==> config.mk <==
export PLATFORM = sky130hd
export DESIGN_NAME = reaction_timer_ctrl
export DESIGN_NICKNAME = d
export VERILOG_FILES = /design/src/rtl/rt_pkg.sv /design/src/rtl/lfsr_16.sv /design/src/rtl/reaction_timer_ctrl.sv
export SDC_FILE = /design/constraint.sdc
export NUM_CORES = 1
export LEC_CHECK = 0
export ABC_CLOCK_PERIOD_IN_PS = 4200
export CORE_ASPECT_RATIO = 0.6
export CORE_MARGIN = 2
export CORE_UTILIZATION = 51
export CTS_CLUSTER_DIAMETER = 150
export DETAILED_ROUTE_END_ITERATION = 8
export GPL_TIMING_DRIVEN = 1
export PLACE_DENSITY = 0.8
export SYNTH_ARGS = -nofsm -noshare
export SYNTH_HDL_FRONTEND = slang
export SYNTH_HIERARCHICAL = 1
export SYNTH_SLANG_ARGS = --single-unit
==> constraint.sdc <==
create_clock -name clock -period 4.2 [get_ports clock]
set_clock_uncertainty 0.1 [all_clocks]
set_input_delay 0.84 -clock clock [delete_from_list [all_inputs] [get_ports clock]]
set_output_delay 0.84 -clock clock [all_outputs]
set_load 0.02 [all_outputs]
==> src/rtl/rt_pkg.sv <==
// Shared types and constants for the reaction-timer sequencer.
package rt_pkg;

  localparam int unsigned LFSR_W = 16;

  typedef enum logic [2:0] {
    ST_IDLE = 3'd0,
    ST_ARM  = 3'd1,
    ST_GO   = 3'd2,
    ST_STOP = 3'd3,
    ST_DONE = 3'd4
  } state_t;

  localparam logic [LFSR_W-1:0] LFSR_SEED_DEF = 16'hACE1;
  // Fibonacci taps 16,14,13,11 as a bit mask over q[15:0]
  localparam logic [LFSR_W-1:0] LFSR_TAPS     = 16'hB400;

endpackage

==> src/rtl/lfsr_16.sv <==
// Free-running 16-bit Fibonacci LFSR; loads seed while in reset.
module lfsr_16
  import rt_pkg::*;
(
  input  logic              clock,
  input  logic              reset_n,
  input  logic [LFSR_W-1:0] seed,
  output logic [LFSR_W-1:0] q
);

  always_ff @(posedge clock) begin
    if (!reset_n) q <= seed;
    else          q <= {q[LFSR_W-2:0], ^(q & LFSR_TAPS)};
  end

endmodule

==> src/rtl/reaction_timer_ctrl.sv <==
// Sequences random pre-LED delay, counter start/stop and result latching
// for one reaction-timer attempt.
module reaction_timer_ctrl
  import rt_pkg::*;
#(
  parameter int unsigned       BIT_SZ    = 16,
  parameter int unsigned       MIN_DELAY = 1000,
  parameter int unsigned       RAND_BITS = 11,
  parameter int unsigned       MAX_COUNT = 9999,
  parameter logic [LFSR_W-1:0] LFSR_SEED = LFSR_SEED_DEF
) (
  input  logic              clock,
  input  logic              reset_n,
  input  logic              tick_ms,
  input  logic              trigger,
  input  logic              react,
  input  logic [BIT_SZ-1:0] count_in,
  output logic              cnt_start,
  output logic              cnt_stop,
  output logic              led,
  output logic              busy,
  output logic [BIT_SZ-1:0] result,
  output logic              result_valid,
  output logic              timeout,
  output logic              false_start
);

  if (MIN_DELAY + (1 << RAND_BITS) - 1 > (1 << BIT_SZ) - 1) begin : g_bad_delay
    $error("MIN_DELAY + 2^RAND_BITS - 1 does not fit in BIT_SZ");
  end
  if (RAND_BITS < 1 || RAND_BITS > LFSR_W) begin : g_bad_rand
    $error("RAND_BITS must be 1..16");
  end

  state_t              state;
  logic [BIT_SZ-1:0]   delay_cnt;
  logic [LFSR_W-1:0]   lfsr;
  logic                stop_cond;
  logic                delay_zero;
  logic                unused_lfsr_bits;

  lfsr_16 u_lfsr (
    .clock   (clock),
    .reset_n (reset_n),
    .seed    (LFSR_SEED),
    .q       (lfsr)
  );

  // Only the low RAND_BITS feed the delay; the rest just keep the sequence long.
  assign unused_lfsr_bits = ^lfsr;

  assign stop_cond  = react || (count_in >= BIT_SZ'(MAX_COUNT));
  assign delay_zero = (delay_cnt == '0);

  // Counter is held stopped everywhere except a running GO; start only on ARM->GO.
  always_comb begin
    cnt_start = 1'b0;
    cnt_stop  = 1'b1;
    case (state)
      ST_ARM: if (tick_ms && delay_zero && !react) begin
        cnt_start = 1'b1;
        cnt_stop  = 1'b0;
      end
      ST_GO:  cnt_stop = stop_cond;
      default: ;
    endcase
  end

  always_ff @(posedge clock) begin
    if (!reset_n) begin
      state        <= ST_IDLE;
      delay_cnt    <= '0;
      result       <= '0;
      result_valid <= 1'b0;
      timeout      <= 1'b0;
      false_start  <= 1'b0;
      led          <= 1'b0;
      busy         <= 1'b0;
    end else begin
      case (state)
        ST_IDLE, ST_DONE: if (trigger) begin
          state        <= ST_ARM;
          busy         <= 1'b1;
          delay_cnt    <= BIT_SZ'(MIN_DELAY) + BIT_SZ'(lfsr[RAND_BITS-1:0]);
          result_valid <= 1'b0;
          timeout      <= 1'b0;
          false_start  <= 1'b0;
        end
        ST_ARM: begin
          if (react) begin
            state        <= ST_DONE;
            busy         <= 1'b0;
            false_start  <= 1'b1;
            result_valid <= 1'b1;
          end else if (tick_ms) begin
            if (!delay_zero) begin
              delay_cnt <= delay_cnt - BIT_SZ'(1);
            end else begin
              state <= ST_GO;
              led   <= 1'b1;
            end
          end
        end
        ST_GO: if (stop_cond) begin
          state <= ST_STOP;
          led   <= 1'b0;
          if (!react) timeout <= 1'b1;
        end
        ST_STOP: begin
          state        <= ST_DONE;
          busy         <= 1'b0;
          result       <= count_in;
          result_valid <= 1'b1;
        end
        default: begin
          state <= ST_IDLE;
          led   <= 1'b0;
          busy  <= 1'b0;
        end
      endcase
    end
  end

endmodule

## Word level (Yosys, flattened, before mapping)

Index checks and enable logic that the tools add are counted.
W data, S select, Z words.

| word-level totals | value |
|---|---|
| bits of input ports | 21 |
| output and inout bits | 23 |
| logic and storage cells | 77 |
| bits in registers | 56 |

| cells by class | value |
|---|---|
| $add $sub $neg | 2 |
| equal/unequal tests | 14 |
| magnitude comparators | 1 |
| reduce and logical (&&, ||, !) cells | 19 |
| bitwise gates (word level) | 2 |
| muxes and demuxes | 30 |

Operator list:

| kind | number |
|---|---|
| $mux W16 | 4 |
| $pmux W16 S2 | 1 |
| $ge A16 B14 Y1 const B | 1 |
| $logic_not A16 Y1 | 1 |
| $ne A2 B2 Y1 const B | 8 |
| $reduce_xor A16 Y1 | 1 |
| $sub A16 B1 Y16 const B | 1 |
| $mux W3 | 5 |
| $mux W1 | 13 |
| $add A10 B11 Y12 const A | 1 |
| $pmux W3 S4 | 1 |
| $reduce_and A5 Y1 | 2 |
| $pmux W1 S3 | 3 |
| $reduce_and A3 Y1 | 3 |
| $reduce_and A4 Y1 | 2 |
| $eq A3 B2 Y1 const B | 2 |
| $ne A3 B3 Y1 const B | 2 |
| $pmux W1 S2 | 3 |
| $reduce_bool A2 Y1 | 2 |
| $eq A3 B1 Y1 const B | 1 |
| $eq A3 B3 Y1 const B | 1 |
| $logic_not A3 Y1 | 1 |
| $reduce_bool A3 Y1 | 1 |
| $reduce_or A3 Y1 | 1 |
| 5 further kinds | 7 |

## Depth between registers and ports, before layout

| depth | value |
|---|---|
| depth after elaboration | 5 |
| depth in mapped cells | 8 |
| gate-level depth less buffers | 7 |

## Modules after synthesis

Netlist, hierarchy kept.

Modules (own cells, without submodules):

| module | cells an instance | times used | area an instance (um2) |
|---|---|---|---|
| reaction_timer_ctrl | 276 | 1 | 2185.8 |
| lfsr_16 | 38 | 1 | 585.6 |

## Least setup slack after synthesis

No wires, ideal clock.

| timing path | value |
|---|---|
| path kind | reg-to-output |
| from | register delay_cnt[7] |
| to | output cnt_stop |
| slack | 1334 ps |
| arrival | 1926 ps |
| cell stages (with the launch flop) | 6 |
| path buffers | 0 |
| data required time | 3260 ps |
| cells stage by stage | dfxtp_1 -> or3_1 -> nand4b_1 -> nor4_2 -> and3_1 -> nor2_1 |

| between the ends | value |
|---|---|
| cells in the longest elaborated chain, start to end | 5 |

RTL lines:

| what | RTL line | text |
|---|---|---|
| start, declared | reaction_timer_ctrl.sv:36 | `logic [BIT_SZ-1:0] delay_cnt;` |
| start signal, assigned | reaction_timer_ctrl.sv:84 | `delay_cnt <= BIT_SZ'(MIN_DELAY) + BIT_SZ'(lfsr[RAND_BITS-1:0]);` |
| start signal, assigned | reaction_timer_ctrl.sv:97 | `delay_cnt <= delay_cnt - BIT_SZ'(1);` |
| $logic_not A16 Y1 | reaction_timer_ctrl.sv:53 | `assign delay_zero = (delay_cnt == '0);` |
| $logic_and A1 B1 Y1 (2 in series) | reaction_timer_ctrl.sv:60 | `ST_ARM: if (tick_ms && delay_zero && !react) begin` |
| $mux W1 | reaction_timer_ctrl.sv:60 |  |
| $pmux W1 S2 | reaction_timer_ctrl.sv:59 | `case (state)` |
| end, declared | reaction_timer_ctrl.sv:19 | `output logic cnt_stop,` |

No other way between the ends.

## Final worst setup path

| timing path | value |
|---|---|
| from | input react |
| to | output cnt_stop |

| between the ends | value |
|---|---|
| cells in the longest elaborated chain, start to end | 4 |
| elaborated cells between the ends (all ways) | 5 |

RTL lines:

| what | RTL line | text |
|---|---|---|
| start, declared | reaction_timer_ctrl.sv:16 | `input logic react,` |
| $logic_not A1 Y1 | -- |  |
| $logic_and A1 B1 Y1 | reaction_timer_ctrl.sv:60 |  |
| $mux W1 | reaction_timer_ctrl.sv:60 |  |
| $pmux W1 S2 (*) | reaction_timer_ctrl.sv:59 |  |

Every way passes the cells marked *; elsewhere a longest branch is shown, timed or not.

==> results.md <==
- Outcome: finished clean
- Max FO, Critical Path: 6
- Critical path data arrival time: a little under 3 ns
- Yosys warning count: 6
- Ys flop type: dfxtp_1
- RSZ-0062 raised after global routing: no
- DRC Markers: 0
- Chip Width: about 100 um
- Most Used Layer, Global Route: met2
- Starting Density: 0.538
- PostCTS Resize Cnt: 0
- Die ar.: 6060 um2
- CTS tree: yes
- Final HPWL DP: roughly 4400 um
- Met2 usage: 0.334
- Worst VDD drop: around 180 uV
- Inserted Diodes: 0
- Pre-CTS setup slack: about 0.18 ns
- Vias in the first global route: about 2200
- Power Density: around 370 nW/um2
- Crit share post-route: 0.929
- Final min period: approximately 3.9 ns
- Leak: 1.24 nW
- Via count: ~2400
- Req. time, crit path: about 3.3 ns
- First-pass GRT wire length: between 10000 and 15000 um
- Synth cell types: 53
- Postcts setup bufs: 0
- Routability cong.: around 0.90
- Flip-flop and latch count after synthesis: 56
- Final core occ: 0.648
- Area growth, synth to finish: 20.5%
- Max_cap viols: 0
- Fin Setup TNS: 0 ns
- Commonest cells after routing, fill and taps aside: 59 x nand2_1, 56 x dfxtp_1, 42 x clkdlybuf4s50_1
- Reg clk slew, reported paths: 0.09 ns
- CTS root buf: clkbuf_8
- EDFF count, synth: 0
- I/O pins: 44
- Leading cell type in the layout, fill and taps excluded: nand2_1
- Fill cell count: between 400 and 500
- FFs w/ async S/R, synth: 0
- GRT Total Usage: 0.215
- Slew Limit Fails: 0
- Final net count: 387
- TritonRoute pass-1 iters: 4
- Placeable Area: around 5200 um2
- Grt met1 use: 0.306
- Mean Syn Cell Area: a little under 9 um2
- Hold Fails Final Rpt: 0
- M3 GR Usage: 0.0443
- Grt ovf: 0
- Initial antenna violation count: 0
- Startpoint Class: primary input
- Slew HR: 0.597
- Worst slew pin tran: ~0.6 ns
- CP endpoint kind: output pin
- Routed WL: slightly above 6000 um
- WHS Path Cells: 1
- Hold buffer count at CTS: 0
- Port bufs: 43
- Initial detailed-routing violation count: 126
- Cells on worst reg2reg path: 5
- Number of CTS-inserted buffers: 5
- H-Tree Depth: 2
- Largest net degree at the start of global routing: 54
- Clock latency on the worst-skew pair: ~0.31 ns
- Mapped cell area: around 2800 um2
- Share of cells above drive strength 1: 0.0879
- WHS: ~0.37 ns
- # setup viols final: 0
- Cells after Synth: 314
- Drt wl/cell: ~14 um
- Clock Sinks: 56
- Worst Slack Setup Final: 0.300 ns
- Vias per inst: around 5.5
- Sequential share of the synthesized area: 0.405
- Worst hold path class: reg2reg
- Max Clk Rate: 256 MHz
- Bufs on Longest Clock Path: 2
- Die Ht: about 61 um
- DRT antenna net count: 0
- Setup CP Type: in2out
- Num rows: 20
synth_stat cells, types with 5 or more instances:
| cell | n | area share |
|---|---|---|
| or4_1 | 7 | 0.019 |
| mux2_2 | 7 | 0.028 |
| nand2_1 | 59 | 0.080 |
| nor3_1 | 9 | 0.016 |
| dfxtp_1 | 56 | 0.40 |
| nor2_1 | 14 | 0.019 |
| nand2b_1 | 5 | 0.011 |
| a21oi_1 | 15 | 0.027 |
| clkbuf_1 | 12 | 0.016 |
| o211ai_1 | 5 | 0.014 |
| mux2_4 | 8 | 0.043 |
| o21ai_0 | 11 | 0.020 |
| a21boi_0 | 21 | 0.057 |
| xnor2_1 | 5 | 0.016 |
stage by stage:
| step | cell area (um2) | total power, mW | instances |
|---|---|---|---|
| after global routing | 3340 | 1.30 | 430 |
| after floorplan | 2820 | 0.850 | 328 |
| after global placement | 3240 | 0.926 | 422 |
| after CTS | 3330 | 1.24 | 430 |
| final | 3340 | 1.23 | 430 |
| after detailed placement | 3240 | 0.933 | 422 |
final cells by class:
class	count	area, um2	area share
clock buffer	6	82.6	0.0247
clock inverter	2	10.0	0.00300
inverter	2	7.51	0.00225
multi-input combinational	252	1590	0.475
sequential	56	1120	0.336
tap	66	82.6	0.0247
timing repair buffer	46	448	0.134
routing by layer:
metal | vias up | wire length (um)
met5 | - | 0
met4 | 0 | 102
met2 | 50 | 2550
met1 | 1090 | 3180
li1 | 1205 | -
met3 | 12 | 367
flip-flops by register name, indices dropped and copies added, names as in the netlist:
name / count
result: 16
state: 3
false_start: 1
result_valid: 1
busy: 1
u_lfsr/q: 16
timeout: 1
led: 1
delay_cnt: 16
worst max-delay path: stages:
cell and delay [ns]:
clkdlybuf4s50_1 0.49, nor4b_1 0.40, nand2_1 0.12, nor4_2 0.45
nor2_1 0.10, clkdlybuf4s50_1 0.55
power by group:
part | internal [mW] | leakage, nW | switching, mW
sequential | 0.574 | 0.460 | 0.0443
clock | 0.132 | 0.0510 | 0.173
combinational | 0.140 | 0.731 | 0.170
total | 0.846 | 1.24 | 0.387
cells by family after synthesis:
group | synth area share
compound gates | 0.201
other cells | 0.00271
xor+xnor | 0.0253
simple gates | 0.237
mux | 0.0718
fa+ha+maj | 0.0135
flops | 0.405
buf+inv | 0.0442
path summary, 6_finish.rpt:
check / startpoint / to / slack [ns]
worst max-delay path: react / cnt_stop / 0.30
worst max register to register: state[0] / delay_cnt[9] / 1.62
worst min-delay path: u_lfsr/q[11] / u_lfsr/q[12] / 0.37
worst min register to register: u_lfsr/q[11] / u_lfsr/q[12] / 0.37
Power figures use the tool's default switching activity.
